### src/rtl/matrix_mac_sequencer_pkg.sv
// Shared definitions for the matrix multiply-accumulate sequencer.
// Holds the FSM state encoding and the default datapath geometry, which
// the external arithmetic unit also uses so both sides agree on widths.
package matrix_mac_sequencer_pkg;

    // Element/accumulator width shared with the arithmetic unit
    localparam int WIDTH_DEF = 8;

    // Matrix dimension (N x N)
    localparam int N_DEF = 4;

    // Memory address width; 2**ADDRW_DEF must cover N_DEF*N_DEF elements
    localparam int ADDRW_DEF = 4;

    // Sequencer states; the numeric encoding is fixed so that the state can
    // be matched against waveforms and against the arithmetic unit's docs
    typedef enum logic [2:0] {
        ST_IDLE  = 3'd0,
        ST_READ  = 3'd1,
        ST_ACC   = 3'd2,
        ST_WRITE = 3'd3,
        ST_DONE  = 3'd4
    } state_t;

    // Bits needed to count 0..n-1; never less than one bit so that a
    // degenerate 1x1 matrix still gets a legal counter declaration
    function automatic int idxWidth(input int n);
        return (n > 1) ? $clog2(n) : 1;
    endfunction

endpackage

### src/rtl/matrix_index_gen.sv
// Index and address generator for the matrix sequencer.
// Keeps the row (i), column (j) and inner-product (k) counters, reports when
// each sits on its last value, and forms the row-major addresses for the
// A, B and C memories from them.
module matrix_index_gen
    import matrix_mac_sequencer_pkg::*;
#(
    parameter int N     = N_DEF,
    parameter int AddrW = ADDRW_DEF
) (
    input  logic             i_clk,
    input  logic             i_rst_n,
    input  logic             i_clear,
    input  logic             i_stepK,
    input  logic             i_stepIJ,
    output logic             o_kLast,
    output logic             o_jLast,
    output logic             o_iLast,
    output logic [AddrW-1:0] o_aAddr,
    output logic [AddrW-1:0] o_bAddr,
    output logic [AddrW-1:0] o_cAddr
);

    localparam int             IdxW    = idxWidth(N);
    localparam logic [IdxW-1:0] LastIdx = IdxW'(N - 1);

    logic [IdxW-1:0] r_i;
    logic [IdxW-1:0] r_j;
    logic [IdxW-1:0] r_k;

    logic w_kLast;
    logic w_jLast;
    logic w_iLast;

    assign w_kLast = (r_k == LastIdx);
    assign w_jLast = (r_j == LastIdx);
    assign w_iLast = (r_i == LastIdx);

    // Counter update: k advances once per product, i/j advance once per
    // finished element (j fastest), and a new job clears all three
    always_ff @(posedge i_clk or negedge i_rst_n) begin
        if (!i_rst_n) begin
            r_i <= '0;
            r_j <= '0;
            r_k <= '0;
        end else if (i_clear) begin
            r_i <= '0;
            r_j <= '0;
            r_k <= '0;
        end else begin
            if (i_stepK) begin
                r_k <= w_kLast ? '0 : r_k + 1'b1;
            end
            if (i_stepIJ) begin
                if (w_jLast) begin
                    r_j <= '0;
                    r_i <= w_iLast ? '0 : r_i + 1'b1;
                end else begin
                    r_j <= r_j + 1'b1;
                end
            end
        end
    end

    assign o_kLast = w_kLast;
    assign o_jLast = w_jLast;
    assign o_iLast = w_iLast;

    // Row-major addresses. With a power-of-two N the multiply collapses to a
    // shift; for other N it is a small constant multiply. All terms come
    // straight from registers, so the addresses behave as registered outputs.
    assign o_aAddr = AddrW'(r_i) * AddrW'(N) + AddrW'(r_k);
    assign o_bAddr = AddrW'(r_k) * AddrW'(N) + AddrW'(r_j);
    assign o_cAddr = AddrW'(r_i) * AddrW'(N) + AddrW'(r_j);

endmodule

### src/rtl/matrix_mac_sequencer.sv
// Control and operand-feeding side of the matrix multiply-accumulate path.
// Computes C = A*B (or C = -(A*B) in subtract mode) one element at a time:
// for every inner-product step it reads A and B, hands them plus the running
// accumulator to the external arithmetic unit, and captures the result.
// Each finished element is written to the C memory; the unit's overflow flag
// is folded into a sticky per-job error.
module matrix_mac_sequencer
    import matrix_mac_sequencer_pkg::*;
#(
    parameter int Width = WIDTH_DEF,
    parameter int N     = N_DEF,
    parameter int AddrW = ADDRW_DEF
) (
    input  logic             CLK,
    input  logic             reset,
    input  logic             start,
    input  logic             op_sub,
    output logic             busy,
    output logic             done,
    output logic [AddrW-1:0] a_addr,
    output logic [AddrW-1:0] b_addr,
    input  logic [Width-1:0] a_data,
    input  logic [Width-1:0] b_data,
    output logic [Width-1:0] mac_a,
    output logic [Width-1:0] mac_b,
    output logic [Width-1:0] mac_c,
    output logic             mac_op,
    input  logic [Width-1:0] mac_out,
    input  logic             mac_err,
    output logic [AddrW-1:0] c_addr,
    output logic [Width-1:0] c_data,
    output logic             c_we,
    output logic             error
);

    state_t r_state;

    logic [Width-1:0] r_acc;
    logic             r_op;
    logic             r_busy;
    logic             r_done;
    logic             r_we;
    logic             r_error;

    logic w_clear;
    logic w_stepK;
    logic w_stepIJ;
    logic w_kLast;
    logic w_jLast;
    logic w_iLast;

    // The counters only move in response to the registered state, so start
    // reaches the outputs only through flops
    assign w_clear  = (r_state == ST_IDLE) && start;
    assign w_stepK  = (r_state == ST_ACC);
    assign w_stepIJ = (r_state == ST_WRITE);

    matrix_index_gen #(
        .N     (N),
        .AddrW (AddrW)
    ) u_indexGen (
        .i_clk    (CLK),
        .i_rst_n  (reset),
        .i_clear  (w_clear),
        .i_stepK  (w_stepK),
        .i_stepIJ (w_stepIJ),
        .o_kLast  (w_kLast),
        .o_jLast  (w_jLast),
        .o_iLast  (w_iLast),
        .o_aAddr  (a_addr),
        .o_bAddr  (b_addr),
        .o_cAddr  (c_addr)
    );

    // Sequencer FSM: walks READ/ACC pairs for every k, then one WRITE per
    // element, and produces the registered busy/done/write/error outputs
    always_ff @(posedge CLK or negedge reset) begin
        if (!reset) begin
            r_state <= ST_IDLE;
            r_acc   <= '0;
            r_op    <= 1'b0;
            r_busy  <= 1'b0;
            r_done  <= 1'b0;
            r_we    <= 1'b0;
            r_error <= 1'b0;
        end else begin
            case (r_state)
                ST_IDLE: begin
                    r_done <= 1'b0;
                    if (start) begin
                        r_op    <= op_sub;
                        r_acc   <= '0;
                        r_error <= 1'b0;
                        r_busy  <= 1'b1;
                        r_state <= ST_READ;
                    end
                end
                ST_READ: begin
                    r_state <= ST_ACC;
                end
                ST_ACC: begin
                    r_acc <= mac_out;
                    if (mac_err) begin
                        r_error <= 1'b1;
                    end
                    if (w_kLast) begin
                        r_we    <= 1'b1;
                        r_state <= ST_WRITE;
                    end else begin
                        r_state <= ST_READ;
                    end
                end
                ST_WRITE: begin
                    r_we  <= 1'b0;
                    r_acc <= '0;
                    if (w_jLast && w_iLast) begin
                        r_busy  <= 1'b0;
                        r_done  <= 1'b1;
                        r_state <= ST_DONE;
                    end else begin
                        r_state <= ST_READ;
                    end
                end
                ST_DONE: begin
                    r_done  <= 1'b0;
                    r_state <= ST_IDLE;
                end
                default: begin
                    r_busy  <= 1'b0;
                    r_done  <= 1'b0;
                    r_we    <= 1'b0;
                    r_state <= ST_IDLE;
                end
            endcase
        end
    end

    // Operands pass straight from the memories; they only matter during ACC
    assign mac_a  = a_data;
    assign mac_b  = b_data;
    assign mac_c  = r_acc;
    assign mac_op = r_op;

    // The accumulator is written out unchanged during WRITE
    assign c_data = r_acc;
    assign c_we   = r_we;
    assign busy   = r_busy;
    assign done   = r_done;
    assign error  = r_error;

endmodule

### config.mk
export PLATFORM = sky130hd
export DESIGN_NAME = matrix_mac_sequencer
export DESIGN_NICKNAME = d
export VERILOG_FILES = /design/src/rtl/matrix_mac_sequencer_pkg.sv /design/src/rtl/matrix_index_gen.sv /design/src/rtl/matrix_mac_sequencer.sv
export SDC_FILE = /design/constraint.sdc
export NUM_CORES = 1
export LEC_CHECK = 0
export BUFFER_PORTS_ARGS = -buffer_cell sky130_fd_sc_hd__buf_2
export CAP_MARGIN = 20
export CORE_MARGIN = 2
export CORE_UTILIZATION = 38
export DETAILED_ROUTE_END_ITERATION = 10
export HOLD_SLACK_MARGIN = 0.03
export PLACE_DENSITY = 0.79
export REMOVE_ABC_BUFFERS = 1
export SYNTH_ARGS = -nofsm -noshare
export SYNTH_HDL_FRONTEND = slang
export SYNTH_SLANG_ARGS = --single-unit
### constraint.sdc
create_clock -name CLK -period 1.4 [get_ports CLK]
set_clock_uncertainty 0.2 [all_clocks]
set_input_delay 0.42 -clock CLK [delete_from_list [all_inputs] [get_ports CLK]]
set_output_delay 0.42 -clock CLK [all_outputs]
set_load 0.005 [all_outputs]
# ---- Word-level counts from Yosys, hierarchy flattened
# Index checks and enable logic that the tools add are counted.
dict set report op_classes {
  addsub 6
  eq_ne 11
  mux 26
  bitwise 3
  reduce_logical 18
}
# cell n
set op_table {}
lappend op_table {{8-bit case mux with 3 select lines} 1}
lappend op_table {{2-bit two-way mux} 11}
lappend op_table {{4-bit by 2-bit adder with 4-bit output} 3}
lappend op_table {{3-bit case mux with 4 select lines} 1}
lappend op_table {{2-bit AND reduction} 5}
lappend op_table {{8-bit two-way mux} 1}
lappend op_table {{2-bit inequality test, second input constant} 4}
lappend op_table {{2-bit nonzero test} 4}
lappend op_table {{2-bit by 1-bit adder with 2-bit output, second input constant} 3}
lappend op_table {{2-bit equality test, second input constant} 3}
lappend op_table {{3-bit by 2-bit equality test with 1-bit output, second input constant} 2}
lappend op_table {{1-bit two-way mux} 6}
lappend op_table {{3-bit two-way mux} 2}
lappend op_table {{1-bit case mux with 2 select lines} 3}
lappend op_table {{3-bit AND reduction} 2}
lappend op_table {{3-bit OR reduction} 2}
lappend op_table {{3-bit by 1-bit equality test with 1-bit output, second input constant} 1}
lappend op_table {{3-bit equality test, second input constant} 1}
lappend op_table {{3-bit logical NOT} 1}
lappend op_table {{1-bit NOT} 3}
lappend op_table {{1-bit case mux with 3 select lines} 1}
lappend op_table {{3-bit nonzero test} 1}
lappend op_table {{1-bit logical AND} 2}
lappend op_table {{2-bit OR reduction} 1}
dict set report totals {
  register_bits 22
  inputBits 29
  output_inout_bits 49
  word_cells 74
}

# ---- Depth between registers and ports, before layout
# Gate-level depths: netlist (run 1).
dict set report logic_depth {
  ltp_word 5
  mapped_depth 5
  mapped_depth_nobuf 4
}

# ---- By module
# A second synthesis (run 1) with hierarchy kept.
dict set report unflattened {
  hier_cells 115
  area_unflattened_um2 1232.4
}
# mod instances cells_per_inst area_per_inst_um2 seq_area_each_um2
set by_module_without_submodules {}
lappend by_module_without_submodules {matrix_mac_sequencer 1 84 882.1 400.4}
lappend by_module_without_submodules {matrix_index_gen 1 31 350.3 150.1}

# ---- Worst setup path after synthesis (run 1)
# Ideal clock, no wire load.
dict set report synth_timing {
  kind {input to register}
  from {input port start}
  to {register r_op (netlist: mac_op)}
  setup_time_ns 0.128
  arrival_ns 1.232
  required_time_ns 1.072
  slack_ns -0.159
  stages 3
  n_path_buf 0
  path_cell_list {or3b_4 nor2_4 mux2_1}
}
dict set report synth_between {
  elab_chain_len 1
}
# item line_no
set synth_lines {}
lappend synth_lines {{start: declaration} matrix_mac_sequencer.sv:16} ;# input logic start,
lappend synth_lines {{2-bit AND reduction (no line)} --}
lappend synth_lines {{end signal: assignment} matrix_mac_sequencer.sv:91} ;# r_op <= op_sub;
lappend synth_lines {{end: declaration} matrix_mac_sequencer.sv:39} ;# logic r_op;
# Every way passes these cells.
# A chain may end at the register's enable or synchronous reset.

# ---- Worst setup path in the final report (run 1)
dict set report layout_timing {
  from {register u_indexGen.r_i[1]}
  to {output port a_addr[3]}
}
dict set report layout_between {
  elab_chain_len 1
}
# item line_no
set layout_lines {}
lappend layout_lines {{start: declaration} matrix_index_gen.sv:27} ;# logic [IdxW-1:0] r_i;
lappend layout_lines {{start signal: assignment} matrix_index_gen.sv:57} ;# r_i <= w_iLast ? '0 : r_i + 1'b1;
lappend layout_lines {{4-bit by 2-bit adder with 4-bit output} matrix_index_gen.sv:72} ;# assign o_aAddr = AddrW'(r_i) * AddrW'(N) + AddrW'(r_k);
lappend layout_lines {{end: declaration} matrix_mac_sequencer.sv:20} ;# output logic [AddrW-1:0] a_addr,
# Every way passes these cells.

==> out/metrics.yaml, run 1 <==
die:
  die_w_um: 61.0
  fp.coreArea_um2: 3080
  start_util_pct: 40.0
  ios: 78
  dieArea_um2: 3710
  fp.dieH_um: 61.0
  row_count: 20
place:
  pre_cts_slack_ns: -0.266
  dp_hpwl_um: 2220
  gp_congestion: 0.844
  port_buffers: 45
  placed_cells: 187
  dpl_cell_area_um2: 1400
synthesis:
  netlist_area_um2: 1230
  ys_async_sr_fraction_pct: 100
  synth_edf_count: 0
  avgSynthCellArea_um2: 10.6
  synth_warnings: 0
  synth_area_leader_cell: "dfrtp_1"
  yosys-top-cells-count: "31 x buf_4, 22 x dfrtp_1, 10 x a22o_1, 9 x nor2_1, 7 x a21oi_1"
  ys_seq_area_share_pct: 44.7
  yosys-top-cells-area: "dfrtp_1 45%, buf_4 19%, a22o_1 7.1%, ha_1 3.0%, a21oi_1 2.8%"
  synth_most_common_cell: "buf_4"
  ys_ff_latch: 22
  synthCells: 116
  ys.flop_type: "dfrtp_1"
  synth_top_area_share_pct: 44.7
  synth_cell_types: 26
global_route:
  grt_antenna_before_repair: 0
  grt_usage_pct: 18.5
  grt_start_max_net_pins: 23
  grt_pass1_vias: 1046
  grt_overflow: 0
  grt_pass1_wl_um: 4970
power_and_ir_drop:
  p_sw_share_pct: 34.8
  intPower_mw: 2.27
  cellPowerDensity_nw_per_um2: 2070
  leakage_nw: 0.875
  power_frac_seq_pct: 30.3
  p_switching_mw: 1.21
  power_frac_comb_pct: 59.8
  total_power_mw: 3.48
  vdd_drop_max_v: 0.000873
  clkPwrFrac_pct: 9.9
finish:
  layout.nets: 198
  design_area_um2: 1680
  num-fill-cells: 271
  seq_area_um2: 551
  multiInputGateArea_um2: 460
  stdcell_count: 209
  antenna_cells: 0
  drive_above_1_share_pct: 57.6
  syn_to_final_growth_pct: 36.5
clocking:
  cts_buffers: 3
  cts_tree: "yes"
  clock_latency_ns: 0.30
  cts_root_buffer: "clkbuf_4"
  path_clk_slew_ns: 0.13
  cts.sinks: 22
  clockBufferDepth: 2
  h-tree-depth: 1
worst_setup_path:
  path_delay_family: "flip-flops"
  arrival_ns: 0.96
  path_buf_inv: 2
  worstPathMaxFanout: 3
  crit_path_frequent_cell: "buf_6"
  start_kind: "flop"
  r2r-start: "r_state[0]$_DFFE_PN0P_"
  critPathKind: "flop to output port"
  worstSetupEndpointType: "output port"
  required_ns: 0.78
  cp_slowest_cell: "dfrtp_1"
  max_stage_delay_ns: 0.42
  path_cells: "buf_6 > buf_6"
  cp-startpoint: "u_indexGen.r_i[1]$_DFFE_PN0P_"
route:
  drtAntennaViolNets: 0
  drt_iter0_drc: 19
  wl_per_cell_um: 15.0
  routed_wl_um: 3130
  vias_per_cell: 4.85
  dr_total_vias: 1013
  drt_first_pass_iters: 4
  drc: 0
timing:
  finalWorstSetupSlack_ns: -0.184
  relSlewSlack_pct: 67.8
  timing.fmax_mhz: 631
  rsz0062_at_grt: "yes"
  layout_min_cycle_time_ns: 1.58
  hold_viol_final: 0
  tns_ns: -3.94
  setup-violations-final: 50
  worst_pin_slew_ns: 0.482
  drv_slew: 0
  post-route-period-util_pct: 113
worst_hold_path:
  holdCritPathClass: "input port to flop"
  holdCritStartpoint: "mac_out[7]"
job:
  maxCapViolCount: 0
status:
  violations: "setup timing"
  run_status: "complete, but fails checks"
power by group through the flow:
stage	registers (mW)	clock network [mW]	logic, mW
6_report	1.05	0.343	2.08
5_1_grt	1.09	0.378	2.26
4_1_cts	1.06	0.351	1.99
3_5_place_dp	1.08	0	1.51
3_3_place_gp	1.06	0	1.43
2_1_floorplan	1.21	0	0.535
worst paths after layout:
| check | to | slack [ns] | cells after the start |
|---|---|---|---|
| worst max-delay path | a_addr[3] | -0.18 | 2 |
| worst min-delay path | c_data[7]$_DFFE_PN0P_ | 0.14 | 2 |
| max in group asynchronous | r_state[1]$_DFFE_PN0P_ | 0.27 | 2 |
| min in group asynchronous | error$_DFFE_PN0P_ | 0.39 | 2 |
| worst max register to register | mac_op$_DFFE_PN0P_ | -0.18 | 3 |
| worst min register to register | c_data[4]$_DFFE_PN0P_ | 0.33 | 1 |
stage by stage:
step | utilization [%] | hold WS (ns)
after floorplan | - | -0.0756
after global placement | 45.5 | 0.206
after detailed placement | 45.5 | 0.218
after CTS | 53.9 | 0.134
after global routing | 54.7 | 0.127
final | 54.7 | 0.140
routing by layer:
layer | wire (um) | global-route usage [%]
met5 | 0 | 2.86
met4 | 27 | 5.59
met3 | 220 | 6.18
met2 | 1550 | 30.1
met1 | 1320 | 23.2
registers in the layout, summed over array words and instances, names as in the netlist:
register and count:
c_data 8, u_indexGen.r_i 2, u_indexGen.r_k 2, busy 1
c_we 1, error 1, r_state 3, mac_op 1
done 1, u_indexGen.r_j 2
layout by cell type, fill, tap and decap left out, drive strengths merged:
master,count
buf,79
dfrtp,22
a22o,10
nor2,10
a21oi,7
nand2,6
clkbuf,4
nand3b,3
o21ai,3
ha,3
or3,2
nand3,2
nor2b,2
mux2i,2
or3b,1
nand4b,1
nand2b,1
a2bb2oi,1
nor3b,1
o21bai,1
a31oi,1
nor3,1
mux2,1
dlygate4sd3,1
final cells by class:
class | instances | area share [%]
flip-flops and latches | 22 | 32.7
multi-input cells | 59 | 27.4
clock buffers | 4 | 2.16
repair buffers | 80 | 34.5
well taps | 44 | 3.27
cells by family (layout without fill, tap and decap cells):
family          Yosys count  after routing  synth area share (%)
buf+inv                  35             84                  20.5
fa+ha+maj                 3              3                  3.05
flops                    22             22                  44.7
compound gates           23             23                  13.3
simple gates             30             30                  15.9
mux                       3              3                  2.54
what timing repair did:
| item | 4_1_cts | 5_1_grt |
|---|---|---|
| setup buffers | 15 | 2 |
| endpoints found under the setup margin | 46 | 52 |
| pin swaps | 2 | 1 |
| resized for setup | 21 | 5 |
| cloned | 1 | 0 |
| endpoints found under the hold margin | 22 | 0 |
| hold buffers | 1 | 0 |
(Power assumes the default switching activity.)
==> run 2, diff against run 1 <==
--- a/config.mk
+++ b/config.mk
@@ -11,7 +11,7 @@
 export CORE_UTILIZATION = 38
 export DETAILED_ROUTE_END_ITERATION = 10
 export HOLD_SLACK_MARGIN = 0.03
-export PLACE_DENSITY = 0.79
+export PLACE_DENSITY_LB_ADDON = 0.2
 export REMOVE_ABC_BUFFERS = 1
 export SYNTH_ARGS = -nofsm -noshare
 export SYNTH_HDL_FRONTEND = slang
==> run 2 against run 1 <==
The run still ends with setup timing left. First-iteration DRC count fell by 26%. Sequential cell count stayed put. Register-to-register slack improved by 0.04 ns. Core utilization up 0.98 points. Via count fell by 2.3%. Global-route usage is 1.4 points lower. Critical path type unchanged. Critical endpoint is now a_addr[2]. Largest cell class unchanged. Largest power group unchanged. Highest routed layer unchanged.
==> out/metrics.yaml, run 2 (same netlist as run 1, synthesis figures left out) <==
timing:
  worst_pin_slew_ns: 0.501  # +0.0189 ns
  layout_min_cycle_time_ns: 1.57  # -0.0165 ns
  post-route-period-util_pct: 112  # -1.2 points
  timing.fmax_mhz: 638  # +1.1%
  rsz0062_at_grt: "yes"
  relSlewSlack_pct: 66.6  # -1.3 points
  hold_viol_final: 0  # unchanged
  drv_slew: 0  # unchanged
  whs_ns: 0.137  # -0.00218 ns
  finalWorstSetupSlack_ns: -0.168  # +0.0165 ns
  setup-violations-final: 39  # -22%
power_and_ir_drop:
  power_frac_comb_pct: 61.3  # +1.5 points
  intPower_mw: 2.23  # -2.0%
  vdd_drop_max_v: 0.00106  # +22%
  clkPwrFrac_pct: 8.1  # -1.8 points
  p_sw_share_pct: 35.2  # +0.42 points
  power_frac_seq_pct: 30.7  # +0.4 points
  total_power_mw: 3.43  # -1.4%
  cellPowerDensity_nw_per_um2: 2000  # -3.1%
  p_switching_mw: 1.21  # -0.22%
  leakage_nw: 0.871  # -0.54%
global_route:
  grt_start_max_net_pins: 23  # unchanged
  grt_antenna_before_repair: 0  # unchanged
  grt_pass1_wl_um: 4570  # -8.0%
  grt_usage_pct: 17.1  # -1.4 points
  grt_overflow: 0  # unchanged
  grt_pass1_vias: 937  # -10%
route:
  vias_per_cell: 4.81  # -0.85%
  wl_per_cell_um: 14.7  # -2.0%
  routed_wl_um: 3020  # -3.4%
  dr_total_vias: 990  # -2.3%
  drt_first_pass_iters: 4  # unchanged
  drt_iter0_drc: 14  # -5
  drtAntennaViolNets: 0  # unchanged
  drc: 0  # unchanged
die:
  row_count: 20  # unchanged
  fp.dieH_um: 61.0  # unchanged
  die_w_um: 61.0  # unchanged
  fp.coreArea_um2: 3080  # unchanged
  ios: 78  # unchanged
  dieArea_um2: 3710  # unchanged
  start_util_pct: 40.0  # unchanged
clocking:
  clockBufferDepth: 2  # unchanged
  cts_root_buffer: "clkbuf_4"
  clock_latency_ns: 0.30  # about the same
  cts_buffers: 3  # unchanged
  h-tree-depth: 1  # unchanged
  path_clk_slew_ns: 0.11  # -0.02 ns
  cts_tree: "yes"
  cts.sinks: 22  # unchanged
finish:
  design_area_um2: 1710  # +1.8%
  largest_reg_flops: 8  # unchanged
  mostFrequentLayoutCell: "buf_2"
  drive_above_1_share_pct: 61.1  # +3.5 points
  mostFrequentLayoutCells: "39 x buf_2, 22 x dfrtp_1, 21 x buf_4"
  layout.nets: 196  # -1.0%
  syn_to_final_growth_pct: 39.0
  antenna_cells: 0  # unchanged
worst_setup_path:
  arrival_ns: 0.95  # about the same
  cp-startpoint: "u_indexGen.r_i[0]$_DFFE_PN0P_"
  crit_path_frequent_cell: "buf_6"
  path_cells: "buf_6 > buf_6"
  required_ns: 0.78  # about the same
  critPathKind: "flop to output port"
  r2r-start: "r_state[0]$_DFFE_PN0P_"
  worstSetupEndpointType: "output port"
  worstPathMaxFanout: 3  # unchanged
  max_stage_delay_ns: 0.41  # about the same
  start_kind: "flop"
  cp_slowest_cell: "dfrtp_1"
  path_delay_family: "flip-flops"
  path_buf_inv: 2  # unchanged
place:
  dp_hpwl_um: 2020  # -9.1%
  gp_congestion: 0.722  # -14%
  dpl_cell_area_um2: 1390  # -0.54%
  port_buffers: 45  # unchanged
status:
  run_status: "complete, but fails checks"
  violations: "setup timing"
worst_hold_path:
  holdCritStartpoint: "mac_out[3]"
  holdCritPathClass: "input port to flop"
job:
  maxCapViolCount: 0  # unchanged
==> run 2: changes by cell type in the layout (fill, tap and decap cells not counted), moves of 2 or more <==
cell	previous run	this run
or3_1	2	0
or3_4	0	2
ha_4	0	2
buf_4	24	21
==> run 2: through the flow <==
step	utilization, %	TNS [ns]	worst slack, ns	cells
after CTS	52.5	-3.32	-0.178	204
final	55.7	-2.87	-0.168	206
after global placement	45.2	-1.32	-0.219	186
after floorplan	-	-3.33	-0.303	81
after detailed placement	45.2	-1.66	-0.256	186
after global routing	55.7	-4.61	-0.212	206
==> run 2: per-layer routing <==
layer,vias to the layer above,wire length [um],GRT usage [%],share of wire [%]
met2,44,1470,24.0,49
met5,-,0,4.29,0
met3,2,269,6.82,8.9
met4,0,14,6.52,0.46
li1,463,-,-,-
met1,481,1270,23.3,42
==> run 2: timing repair <==
action	in CTS	in global routing
buffers inserted	14	3
resized for setup	18	16
setup endpoints to repair	45	49
pin swaps	2	5
hold buffers	1	0
hold endpoints to repair	22	0
==> run 2: final timing paths <==
| check | end | slack, ns | depth (start not counted) |
|---|---|---|---|
| min | c_data[3]$_DFFE_PN0P_ | 0.14 | 2 |
| max in group asynchronous | c_data[0]$_DFFE_PN0P_ | 0.25 | 2 |
| min in group asynchronous | error$_DFFE_PN0P_ | 0.41 | 2 |
| max | a_addr[2] | -0.17 | 2 |
| min reg2reg | c_data[3]$_DFFE_PN0P_ | 0.33 | 1 |
| max reg2reg | mac_op$_DFFE_PN0P_ | -0.14 | 3 |
==> run 2: final cells by class <==
cell class / instances / area [um^2]
repair buffers: 78 / 563
clock buffers: 3 / 22.5
multi-input cells: 59 / 522
flip-flops and latches: 22 / 551
well taps: 44 / 55.1
fillers: 293 / 1370
==> run 2: power groups by stage <==
stage / Sequential (mW) / Combinational, mW / Clock (mW)
5_1_grt: 1.09 / 2.30 / 0.317
4_1_cts: 1.06 / 1.93 / 0.292
3_3_place_gp: 1.06 / 1.44 / 0
3_5_place_dp: 1.07 / 1.47 / 0
2_1_floorplan: 1.21 / 0.535 / 0
6_report: 1.05 / 2.10 / 0.278
==> run 3, diff against run 2 <==
--- a/config.mk
+++ b/config.mk
@@ -12,7 +12,6 @@
 export DETAILED_ROUTE_END_ITERATION = 10
 export HOLD_SLACK_MARGIN = 0.03
 export PLACE_DENSITY_LB_ADDON = 0.2
-export REMOVE_ABC_BUFFERS = 1
 export SYNTH_ARGS = -nofsm -noshare
 export SYNTH_HDL_FRONTEND = slang
 export SYNTH_SLANG_ARGS = --single-unit
==> run 3 against run 2 <==
Clock power increased by 73%. Sequential share of layout area decreased by 1.2 points. Combinational power about the same. The run still ends with setup timing left. Non-clock buffer count increased by 5. Die area unchanged. Total power increased by 6.5%. First-iteration DRC count increased by 14%. Core utilization increased by 2.2 points. Highest routed layer unchanged. Largest power group unchanged. Sequential cell count unchanged. Register-to-register slack got worse by 0.03 ns. Global-route usage decreased by 1.9 points. Critical path type is now flop to flop.
==> out/metrics.yaml, run 3 (same netlist as run 1, synthesis figures left out) <==
timing:
  relSlewSlack_pct: 67.2  # +0.65 points
  setup-violations-final: 38  # -2.6%
  tns_ns: -3.18  # -0.308 ns
  timing.fmax_mhz: 637  # -0.15%
  whs_ns: 0.125  # -0.0120 ns
  layout_min_cycle_time_ns: 1.57  # +0.00239 ns
  post-route-period-util_pct: 112  # +0.17 points
  drv_slew: 0  # unchanged
  hold_viol_final: 0  # unchanged
  rsz0062_at_grt: "yes"
  worst_pin_slew_ns: 0.491  # -0.00969 ns
  finalWorstSetupSlack_ns: -0.170  # -0.00239 ns
power_and_ir_drop:
  leakage_nw: 0.908  # +4.2%
  cellPowerDensity_nw_per_um2: 2050  # +2.5%
  vdd_drop_max_v: 0.000727  # -32%
clocking:
  cts.sinks: 22  # unchanged
  cts_tree: "yes"
  clockBufferDepth: 2  # unchanged
  cts_root_buffer: "clkbuf_4"
  clock_latency_ns: 0.30  # about the same
  cts_buffers: 3  # unchanged
  h-tree-depth: 1  # unchanged
  path_clk_slew_ns: 0.13  # +0.02 ns
route:
  dr_total_vias: 986  # -0.40%
  drt_first_pass_iters: 4  # unchanged
  vias_per_cell: 4.65  # -3.2%
  drtAntennaViolNets: 0  # unchanged
  routed_wl_um: 2670  # -12%
  wl_per_cell_um: 12.6  # -14%
  drt_iter0_drc: 16  # +2
  drc: 0  # unchanged
global_route:
  grt_start_max_net_pins: 23  # unchanged
  grt_overflow: 0  # unchanged
  grt_pass1_wl_um: 4130  # -9.8%
  grt_usage_pct: 15.1  # -1.9 points
  grt_pass1_vias: 924  # -1.4%
  grt_antenna_before_repair: 0  # unchanged
die:
  dieArea_um2: 3710  # unchanged
  row_count: 20  # unchanged
  die_w_um: 61.0  # unchanged
  ios: 78  # unchanged
  fp.coreArea_um2: 3080  # unchanged
  fp.dieH_um: 61.0  # unchanged
  start_util_pct: 40.0  # unchanged
status:
  violations: "setup timing"
  run_status: "complete, but fails checks"
finish:
  utilization_pct: 57.8  # +2.2 points
  stdcell_count: 212  # +2.9%
  design_area_um2: 1780  # +3.9%
  seq_area_um2: 551  # unchanged
  num-fill-cells: 269  # -8.2%
  mostFrequentLayoutCell: "buf_2"
  largest_reg_flops: 8  # unchanged
  mostFrequentLayoutCells: "39 x buf_2, 23 x buf_4, 22 x dfrtp_1"
  multiInputGateArea_um2: 509  # -2.4%
  syn_to_final_growth_pct: 44.4
  drive_above_1_share_pct: 60.7  # -0.40 points
  layout.nets: 201  # +2.6%
  antenna_cells: 0  # unchanged
place:
  port_buffers: 45  # unchanged
  gp_congestion: 0.739  # +2.2%
  dp_hpwl_um: 1820  # -10%
  dpl_cell_area_um2: 1410  # +1.4%
  placed_cells: 187  # +0.54%
worst_hold_path:
  whs_path_depth: 2  # unchanged
  holdCritPathClass: "input port to flop"
worst_setup_path:
  path_cells: "or3b_4 > nor2_4 > mux2_1"
  arrival_ns: 1.57  # +0.62 ns
  worstPathMaxFanout: 2  # -1
  required_ns: 1.39  # +0.61 ns
  r2r_cells: 3  # unchanged
  critPathKind: "flop to flop"
  max_stage_delay_ns: 0.42  # about the same
  start_kind: "flop"
  cp_slowest_cell: "dfrtp_1"
  worstSetupEndpointType: "flop"
synthesis:
  syn-num-nets: 148
job:
  maxCapViolCount: 0  # unchanged
-- run 3: cell count changes in the layout (fill, tap and decap cells not counted), sizes merged --
cell	change
buf	+5
bufinv	+1
-- run 3: worst paths after layout --
kind / slack, ns / startpoint / to
min reg2reg: 0.31 / c_we$_DFFE_PN0P_ / c_we$_DFFE_PN0P_
max in group asynchronous: 0.27 / reset / r_state[0]$_DFFE_PN0P_
max: -0.17 / r_state[0]$_DFFE_PN0P_ / mac_op$_DFFE_PN0P_
min in group asynchronous: 0.39 / reset / c_data[7]$_DFFE_PN0P_
min: 0.13 / mac_out[1] / c_data[1]$_DFFE_PN0P_
max reg2reg: -0.17 / r_state[0]$_DFFE_PN0P_ / mac_op$_DFFE_PN0P_
-- run 3: area by class of cell --
| class | instances | area share, % |
|---|---|---|
| timing repair buffer | 83 | 34.4 |
| sequential | 22 | 30.9 |
| multi-input combinational | 59 | 28.6 |
| tap | 44 | 3.09 |
| clock inverter | 1 | 1.69 |
| clock buffer | 3 | 1.27 |
-- run 3: worst max-delay path, delay by kind of cell, from the launching register on --
family        cells  cell delay, ns
flops             1            0.42
mux               1            0.31
simple gates      2            0.54
-- run 3: routing by layer --
metal | track usage, % | routed length, um | share of wire (%)
met5 | 0 | 0 | 0
met4 | 5.90 | 23 | 0.86
met3 | 2.99 | 150 | 5.6
met2 | 24.1 | 1370 | 51
met1 | 20.3 | 1130 | 42
-- run 3: what timing repair did --
action,CTS,global route
hold endpoints to repair,22,0
buffers inserted,16,5
endpoints found under the setup margin,46,53
hold buffers,1,0
gates resized for setup,19,15
pin swaps,8,4
-- run 3: through the flow --
step / worst slack, ns / total power, mW
2_1_floorplan: -0.159 / 2.10
3_3_place_gp: -0.221 / 2.54
3_5_place_dp: -0.239 / 2.59
4_1_cts: -0.179 / 3.53
5_1_grt: -0.198 / 3.94
6_report: -0.170 / 3.66
-- run 3: report_power, final --
part | internal (mW) | leakage, nW | switching [mW]
sequential | 0.882 | 0.275 | 0.172
combinational | 1.27 | 0.605 | 0.851
clock | 0.289 | 0.0279 | 0.192
